<file path="src/rtl/cpu_bus_ctrl.sv">
// cpu_bus_ctrl: splits 8/16/32-bit core accesses into big-endian bus beats.
// Define CPU_BUS_CTRL_EXT_READY_EN to add bus_rdy for beat stretching.
module cpu_bus_ctrl #(
  parameter int ADDR_WIDTH  = 16,
  parameter int BUS_WIDTH   = 16,
  parameter int WAIT_STATES = 0
) (
  input  logic                  clk,
  input  logic                  reset,
  input  logic                  req_valid,
  output logic                  req_ready,
  input  logic [ADDR_WIDTH-1:0] req_addr,
  input  logic                  req_we,
  input  logic [1:0]            req_size,
  input  logic [31:0]           req_wdata,
  output logic                  rsp_valid,
  output logic                  rsp_err,
  output logic [31:0]           rsp_rdata,
  output logic                  bus_stb,
  output logic [ADDR_WIDTH-1:0] bus_addr,
  output logic                  bus_we,
  output logic                  bus_acc_sz,
  output logic [BUS_WIDTH-1:0]  bus_wdata,
`ifdef CPU_BUS_CTRL_EXT_READY_EN
  input  logic                  bus_rdy,
`endif
  input  logic [BUS_WIDTH-1:0]  bus_rdata
);

  localparam bit         WIDE = (BUS_WIDTH == 16);
  localparam logic [3:0] WS   = 4'(WAIT_STATES);

  typedef enum logic [1:0] {IDLE, BEAT, RESP} state_t;

  state_t                state;
  state_t                state_nxt;
  logic [ADDR_WIDTH-1:0] addr_q;
  logic                  we_q;
  logic                  wide_q;
  logic                  err_q;
  logic [2:0]            left_q;
  logic [3:0]            wcnt_q;
  logic [31:0]           wsh_q;
  logic [31:0]           rdata_q;

  logic        accept;
  logic        misal;
  logic        wide_req;
  logic        rdy;
  logic        beat_end;
  logic        last_beat;
  logic [2:0]  n_req;
  logic [31:0] wal;
  logic [15:0] rd_ext;
  logic [15:0] beat_wd;

`ifdef CPU_BUS_CTRL_EXT_READY_EN
  assign rdy = bus_rdy;
`else
  assign rdy = 1'b1;
`endif

  assign accept    = (state == IDLE) && req_valid;
  assign beat_end  = (state == BEAT) && (wcnt_q == WS) && rdy;
  assign last_beat = (left_q == 3'd1);
  assign wide_req  = WIDE && (req_size != 2'd0);
  assign rd_ext    = 16'(bus_rdata);
  assign beat_wd   = wide_q ? wsh_q[31:16] : {8'h00, wsh_q[31:24]};

  // Decode request: alignment check, beat count, MS-first write alignment
  always_comb begin
    misal = 1'b0;
    n_req = 3'd1;
    wal   = req_wdata;
    unique case (req_size)
      2'd0: wal = req_wdata << 24;
      2'd1: begin
        misal = req_addr[0];
        n_req = WIDE ? 3'd1 : 3'd2;
        wal   = req_wdata << 16;
      end
      2'd2: begin
        misal = |req_addr[1:0];
        n_req = WIDE ? 3'd2 : 3'd4;
      end
      default: misal = 1'b1;
    endcase
  end

  // State register
  always_ff @(posedge clk or negedge reset) begin
    if (!reset) state <= IDLE;
    else        state <= state_nxt;
  end

  // Next-state logic
  always_comb begin
    state_nxt = state;
    case (state)
      IDLE: if (req_valid) state_nxt = misal ? RESP : BEAT;
      BEAT: if (beat_end && last_beat) state_nxt = RESP;
      RESP: state_nxt = IDLE;
      default: state_nxt = IDLE;
    endcase
  end

  // Datapath: request latch, wait counting, beat shifting
  always_ff @(posedge clk or negedge reset) begin
    if (!reset) begin
      addr_q  <= '0;
      we_q    <= 1'b0;
      wide_q  <= 1'b0;
      err_q   <= 1'b0;
      left_q  <= 3'd0;
      wcnt_q  <= 4'd0;
      wsh_q   <= 32'd0;
      rdata_q <= 32'd0;
    end else if (accept) begin
      err_q   <= misal;
      wcnt_q  <= 4'd0;
      rdata_q <= 32'd0;
      if (!misal) begin
        addr_q <= req_addr;
        we_q   <= req_we;
        wide_q <= wide_req;
        left_q <= n_req;
        wsh_q  <= wal;
      end
    end else if (state == BEAT) begin
      if (beat_end) begin
        wcnt_q <= 4'd0;
        left_q <= left_q - 3'd1;
        wsh_q  <= wide_q ? (wsh_q << 16) : (wsh_q << 8);
        if (!we_q) begin
          rdata_q <= wide_q ? {rdata_q[15:0], rd_ext}
                            : {rdata_q[23:0], rd_ext[7:0]};
        end
        if (!last_beat) begin
          addr_q <= addr_q + ADDR_WIDTH'(wide_q ? 2 : 1);
        end
      end else if (wcnt_q != WS) begin
        wcnt_q <= wcnt_q + 4'd1;
      end
    end
  end

  // Output decode from state
  always_comb begin
    req_ready  = (state == IDLE);
    rsp_valid  = (state == RESP);
    rsp_err    = (state == RESP) && err_q;
    rsp_rdata  = 32'd0;
    bus_stb    = (state == BEAT);
    bus_addr   = addr_q;
    bus_we     = 1'b0;
    bus_acc_sz = 1'b0;
    bus_wdata  = '0;
    if (state == RESP && !err_q && !we_q) rsp_rdata = rdata_q;
    if (state == BEAT) begin
      bus_we     = we_q;
      bus_acc_sz = wide_q;
      bus_wdata  = we_q ? BUS_WIDTH'(beat_wd) : '0;
    end
  end

endmodule
</file>
<file path="config.mk">
export PLATFORM = sky130hd
export DESIGN_NAME = cpu_bus_ctrl
export DESIGN_NICKNAME = d
export VERILOG_FILES = /design/src/rtl/cpu_bus_ctrl.sv
export SDC_FILE = /design/constraint.sdc
export NUM_CORES = 1
export LEC_CHECK = 0
export CELL_PAD_IN_SITES_DETAIL_PLACEMENT = 1
export CELL_PAD_IN_SITES_GLOBAL_PLACEMENT = 1
export CORE_MARGIN = 4
export CORE_UTILIZATION = 30
export CTS_BUF_LIST = sky130_fd_sc_hd__clkbuf_8
export DETAILED_ROUTE_END_ITERATION = 12
export HOLD_SLACK_MARGIN = 0.05
export PLACE_DENSITY_LB_ADDON = 0.1
export SLEW_MARGIN = 10
export SYNTH_ARGS = -nofsm -noshare
export SYNTH_HDL_FRONTEND = slang
export SYNTH_SLANG_ARGS = --single-unit
</file>
<file path="constraint.sdc">
create_clock -name clk -period 2.65 [get_ports clk]
set_clock_uncertainty 0.15 [all_clocks]
set_input_delay 0.53 -clock clk [delete_from_list [all_inputs] [get_ports clk]]
set_output_delay 0.53 -clock clk [all_outputs]
set_load 0.01 [all_outputs]
</file>
Yosys cells after proc, flatten, opt, wreduce, memory -nomap -nowiden
Cells that the tools add are included.
- word-level logic and storage cells: 83
- output and inout port bits: 70
- register bits after elaboration: 92
- bits of input ports: 70
- add/sub/neg operators: 3
- equal/unequal tests: 10
- bitwise logic cells: 1
- reductions and logical operators: 23
- multiplexer cells: 37
- operators with widths (operator ; number):
    2-to-1 mux 32 bit ; 11
    2-to-1 mux 16 bit ; 8
    one-hot mux 32 bit (2 select lines) ; 1
    adder 16 x 2 -> 16 bit ; 1
    2-to-1 mux 4 bit ; 4
    2-to-1 mux 3 bit ; 4
    2-to-1 mux 2 bit ; 5
    logical AND 1 bit ; 6
    != test 2 bit (second input constant) ; 3
    AND reduction 2 bit ; 3
    AND reduction 3 bit ; 2
    nonzero test 2 bit ; 3
    adder 4 x 1 -> 4 bit (second input constant) ; 1
    == test 2 x 1 -> 1 bit (second input constant) ; 2
    == test 2 bit (second input constant) ; 2
    logical NOT 2 bit ; 2
    logical NOT 4 bit ; 1
    != test 2 x 1 -> 1 bit (second input constant) ; 2
    one-hot mux 2 bit (2 select lines) ; 1
    AND reduction 4 bit ; 1
    nonzero test 4 bit ; 1
    == test 3 x 1 -> 1 bit (second input constant) ; 1
    one-hot mux 1 bit (3 select lines) ; 1
    nonzero test 3 bit ; 1
    other kinds (5) ; 7

Logic depth before layout (Yosys ltp)
- depth in word-level cells: 6
- mapped depth: 12
- mapped depth without buffers: 8

Worst setup path after synthesis
OpenSTA, ideal clock, no wires.
- kind: reg-to-reg
- start point: register wide_q
- end point: register addr_q[14] (netlist: bus_addr[14])
- buffers on the path: 4
- stages on the path, launching flop included: 13
- setup time: 123 ps
- arrival: 2573 ps
- clock period less this slack: 2846 ps
- slack: -196 ps
- data required time: 2377 ps
- cell sequence: dfrtp_1 -> clkbuf_1 -> buf_4 -> inv_1 -> clkbuf_1 -> ha_1 -> inv_1 -> fa_1 -> and4b_1 -> buf_1 -> nand4_1 -> o22ai_1 -> a2bb2oi_2
- word-level cells in the longest chain between the ends: 6
- RTL lines (item ; RTL line ; text):
    start, declared ; 39 ; logic wide_q;
    start signal, assigned ; 125 ; wide_q <= wide_req;
    2-to-1 mux 2 bit ; 139 ; addr_q <= addr_q + ADDR_WIDTH'(wide_q ? 2 : 1);
    adder 16 x 2 -> 16 bit ; 139 ;
    2-to-1 mux 16 bit ; 138 ; if (!last_beat) begin
    2-to-1 mux 16 bit ; 130 ; if (beat_end) begin
    2-to-1 mux 16 bit ; 129 ; end else if (state == BEAT) begin
    2-to-1 mux 16 bit ; 118 ; end else if (accept) begin
    end signal, assigned ; 123 ; addr_q <= req_addr;
    end signal, assigned ; 139 ;
    end, declared ; 37 ; logic [ADDR_WIDTH-1:0] addr_q;
Every way passes these cells. The select of a mux whose other input is x is not followed.
A chain may end at the register's enable or synchronous reset.

Worst setup path in the final report
- start point: register state[0]
- end point: output port rsp_rdata[8]
- word-level cells in the longest chain between the ends: 4
- RTL lines (item ; RTL line ; text):
    start, declared ; 35 ; state_t state;
    start signal, assigned ; 93 ; else state <= state_nxt;
    == test 2 bit ; 158 ; if (state == RESP && !err_q && !we_q) rsp_rdata = rdata_q;
    logical AND 1 bit (2 in series) ; 158 ;
    2-to-1 mux 32 bit ; 158 ;
    end, declared ; 18 ; output logic [31:0] rsp_rdata,
Every way passes these cells.

==> key figures <==
Status
  • Status: completed

Pwr
  • IR drop worst, VDD: 368.5 uV
  • Logic pwr share: 53.1%
  • Reg power frac: 35.0%
  • Final Power: 7.282 mW
  • Pwr dens: 984.2 mW/mm^2
  • Switch Pwr: 3.185 mW
  • Leakage power: 3.482 nW
  • Clock share of power: 11.9%
  • Sw Share: 43.73%
  • Int Pwr: 4.098 mW

CTS
  • Clock transition at the registers of the reported paths: 0.10 ns
  • H-tree depth: 3
  • Root buffer cell: clkbuf_8
  • Clk Latency, worst-skew pair: 0.37 ns
  • Clk buf depth: 2
  • Number of clock sinks: 92
  • TritonCTS buffer count: 9
  • TritonCTS clock tree: built

GRT
  • Largest net degree at the start of global routing: 65
  • Initial antenna violation count: 0
  • Vias in the first global route: 5315
  • First-pass GRT wire length: 29700 um
  • GR Overflow Total: 0
  • Total GRT Usage: 18.22%

Final layout
  • Leading cell types in the layout, fill and taps excluded: 90 x clkdlybuf4s50_1, 89 x dfrtp_1, 57 x mux2i_1, 57 x nand3_1, 50 x o21ai_0
  • Layout area overhead: 33.95%
  • Most common cell after layout, fill and taps aside: clkdlybuf4s50_1
  • Final #Nets: 803
  • Share of layout cells above drive strength 1: 12.04%
  • ANT cells: 0

Drt
  • Antenna violation net count after detailed routing: 0
  • Router iterations before antenna repair: 5
  • Via density: 5.203
  • Vias: 4995
  • DRC: 0
  • Wire per inst: 19.27 um
  • Initial DRC count: 281
  • Total wire length: 18500 um

STA
  • Slew Limit Fails: 0
  • FMAX: 390.1 MHz
  • Final hold violation count: 0
  • Setup TNS after final layout: 0 ns
  • RSZ-0062 raised after global routing: false
  • Worst rel slew slack: 29.13%
  • Tightest Pin Transition: 1.059 ns
  • Final period utilization: 96.74%
  • Final setup viols: 0
  • Final Critical Period: 2.564 ns

Die
  • Die area: 0.02065 mm^2
  • Core area: 0.01802 mm^2
  • Initial Utilization: 30.65%
  • Die height: 143.7 um
  • Die W: 143.7 um
  • Boundary pin count: 140
  • Row cnt: 49

Setup path
  • Slack of the worst reg-to-reg path: 0.25 ns
  • Critical-path top delay cell: dfrtp_2
  • CP bufs+invs: 3
  • Critical Path Sink: rsp_rdata[8]
  • CP Data Arrival Time: 1.88 ns
  • Reg2reg end: bus_addr[14]$_DFFE_PN0P_
  • CP required: 1.97 ns
  • Critical Path Fanout Max: 16
  • Kind of critical path: reg -> out
  • CP Depth: 6
  • Critical path launch point type: flop
  • Critical Path Source: state[0]$_DFFE_PN0P_
  • Reg2Reg Depth: 8
  • Critical-path cell list: nor2b_2 -> nor3b_4 -> buf_4 -> buf_12 -> and2_1 -> dlygate4sd2_1
  • Delay-heaviest family, CP: buffers and inverters
  • Reg2reg start: wide_q$_DFFE_PN0P_
  • CP peak stage delay: 0.43 ns
  • Setup crit end kind: output port

Place
  • RD Place Congestion: 0.7778
  • HPWL after detailed placement: 13370 um
  • Input/output buffers: 139

Logic synthesis
  • Synth Net Count: 672
  • Post-synth top flop: dfrtp_1
  • Seq cells post-synth: 92
  • Syn_area_per_cell: 9.284 um^2
  • Register area share after synthesis: 41.68%
  • Cells after Synth: 595
  • Ys Warns: 0
  • Post-synthesis async set-or-reset flop share: 100.0%
  • Mapped Area: 0.005524 mm^2
  • Number of distinct library cells after synthesis: 56
  • Post-synth EDFFs: 0

Min path
  • Hold Crit Class: reg -> reg

Job
  • Max-cap violations: 0
-- tightest hold or removal path: stages, from the launching register on --
cell,delay [ns]
dfrtp_1,0.35
nand3_1,0.06
o21ai_1,0.07
-- worst min-delay path by stage --
| stage | start | to | cells after the start |
|---|---|---|---|
| CTS | rdata_q[26]$_DFFE_PN0P_ | rdata_q[26]$_DFFE_PN0P_ | 2 |
| global route | rdata_q[25]$_DFFE_PN0P_ | rdata_q[25]$_DFFE_PN0P_ | 2 |
| finish | rdata_q[26]$_DFFE_PN0P_ | rdata_q[26]$_DFFE_PN0P_ | 2 |
| floorplan | reset | bus_addr[0]$_DFFE_PN0P_ | 0 |
| global placement | rdata_q[28]$_DFFE_PN0P_ | rdata_q[28]$_DFFE_PN0P_ | 2 |
| detailed placement | rdata_q[26]$_DFFE_PN0P_ | rdata_q[26]$_DFFE_PN0P_ | 2 |
-- registers in the layout, indices dropped and copies added (netlist names) --
register / flops
wcnt_q: 4
rdata_q: 32
we_q: 1
left_q: 3
wsh_q: 32
state: 2
wide_q: 1
bus_addr: 16
err_q: 1
-- synthesized netlist by cell type (8+ instances only) --
master / instances / area share (%)
a21oi_1: 28 / 2.5
a221oi_1: 9 / 1.4
a22o_1: 8 / 1.3
a31oi_1: 10 / 1.1
and2_1: 34 / 3.9
and3_1: 13 / 1.5
buf_1: 8 / 0.54
buf_2: 19 / 1.7
clkbuf_1: 19 / 1.3
dfrtp_1: 92 / 42
inv_1: 18 / 1.2
mux2_2: 9 / 1.8
mux2i_1: 57 / 10
nand2_1: 33 / 2.2
nand3_1: 57 / 5.2
nand4_1: 11 / 1.2
nor2_1: 24 / 1.6
nor3_1: 12 / 1.1
o21ai_0: 50 / 4.5
o21ai_1: 8 / 0.72
o22ai_1: 8 / 0.91
-- layout make-up --
cell class	instances	area, um^2
Clock inverter	7	42.54
Timing Repair Buffer	173	1649
Multi-Input combinational cell	430	2913
Clock buffer	9	123.9
Sequential cell	92	2306
Timing Repair inverter	1	7.507
Inverter	19	71.32
Fill cell	2072	10630
Tap cell	229	286.5
-- power groups by stage --
| stage | Clock (mW) | Combinational, mW | Sequential, mW |
|---|---|---|---|
| 4_1_cts | 0.895 | 3.94 | 2.55 |
| 3_3_place_gp | 0 | 3.73 | 2.55 |
| 6_report | 0.863 | 3.87 | 2.55 |
| 3_5_place_dp | 0 | 3.85 | 2.58 |
| 2_1_floorplan | 0 | 2.54 | 2.41 |
| 5_1_grt | 0.953 | 4.32 | 2.64 |
-- metal layers --
metal  global-route usage [%]  up-vias  wire length [um]
met5                        0        -                 0
met4                    4.708        0               193
li1                         -     2420                 -
met2                    29.09      103              8783
met3                    2.928       14               839
met1                    25.81     2458              8685
-- cells by family after synthesis --
group,count (synthesis),share of synthesized area [%]
and+or+nand+nor,205,19.73
AOI/OAI and AO/OA,150,18.14
DFF,92,41.68
buffers and inverters,73,6.138
muxes,67,12.43
adders and majority gates,7,1.721
xor gates and xnor gates,1,0.1586
-- per-stage QoR --
stage	hold WS, ns	setup WS [ns]	instances	cell area, um^2	utilization [%]
3_3_place_gp	0.3243	-0.03982	937	7194	39.91
6_report	0.3543	0.08631	960	7400	41.05
2_1_floorplan	0.08441	0.05063	595	5527	-
3_5_place_dp	0.3418	-0.08223	937	7194	39.91
5_1_grt	0.4100	0.006221	960	7400	41.05
4_1_cts	0.3633	0.04715	960	7398	41.05
-- repair_timing --
action                     CTS  global route
gates resized for setup     58             1
setup endpoints to repair   49             1
hold buffers                 1             0
pin swaps                    0             0
gates cloned                 2             0
setup buffers                4             0
hold endpoints to repair    32             0
(Power assumes the default switching activity.)
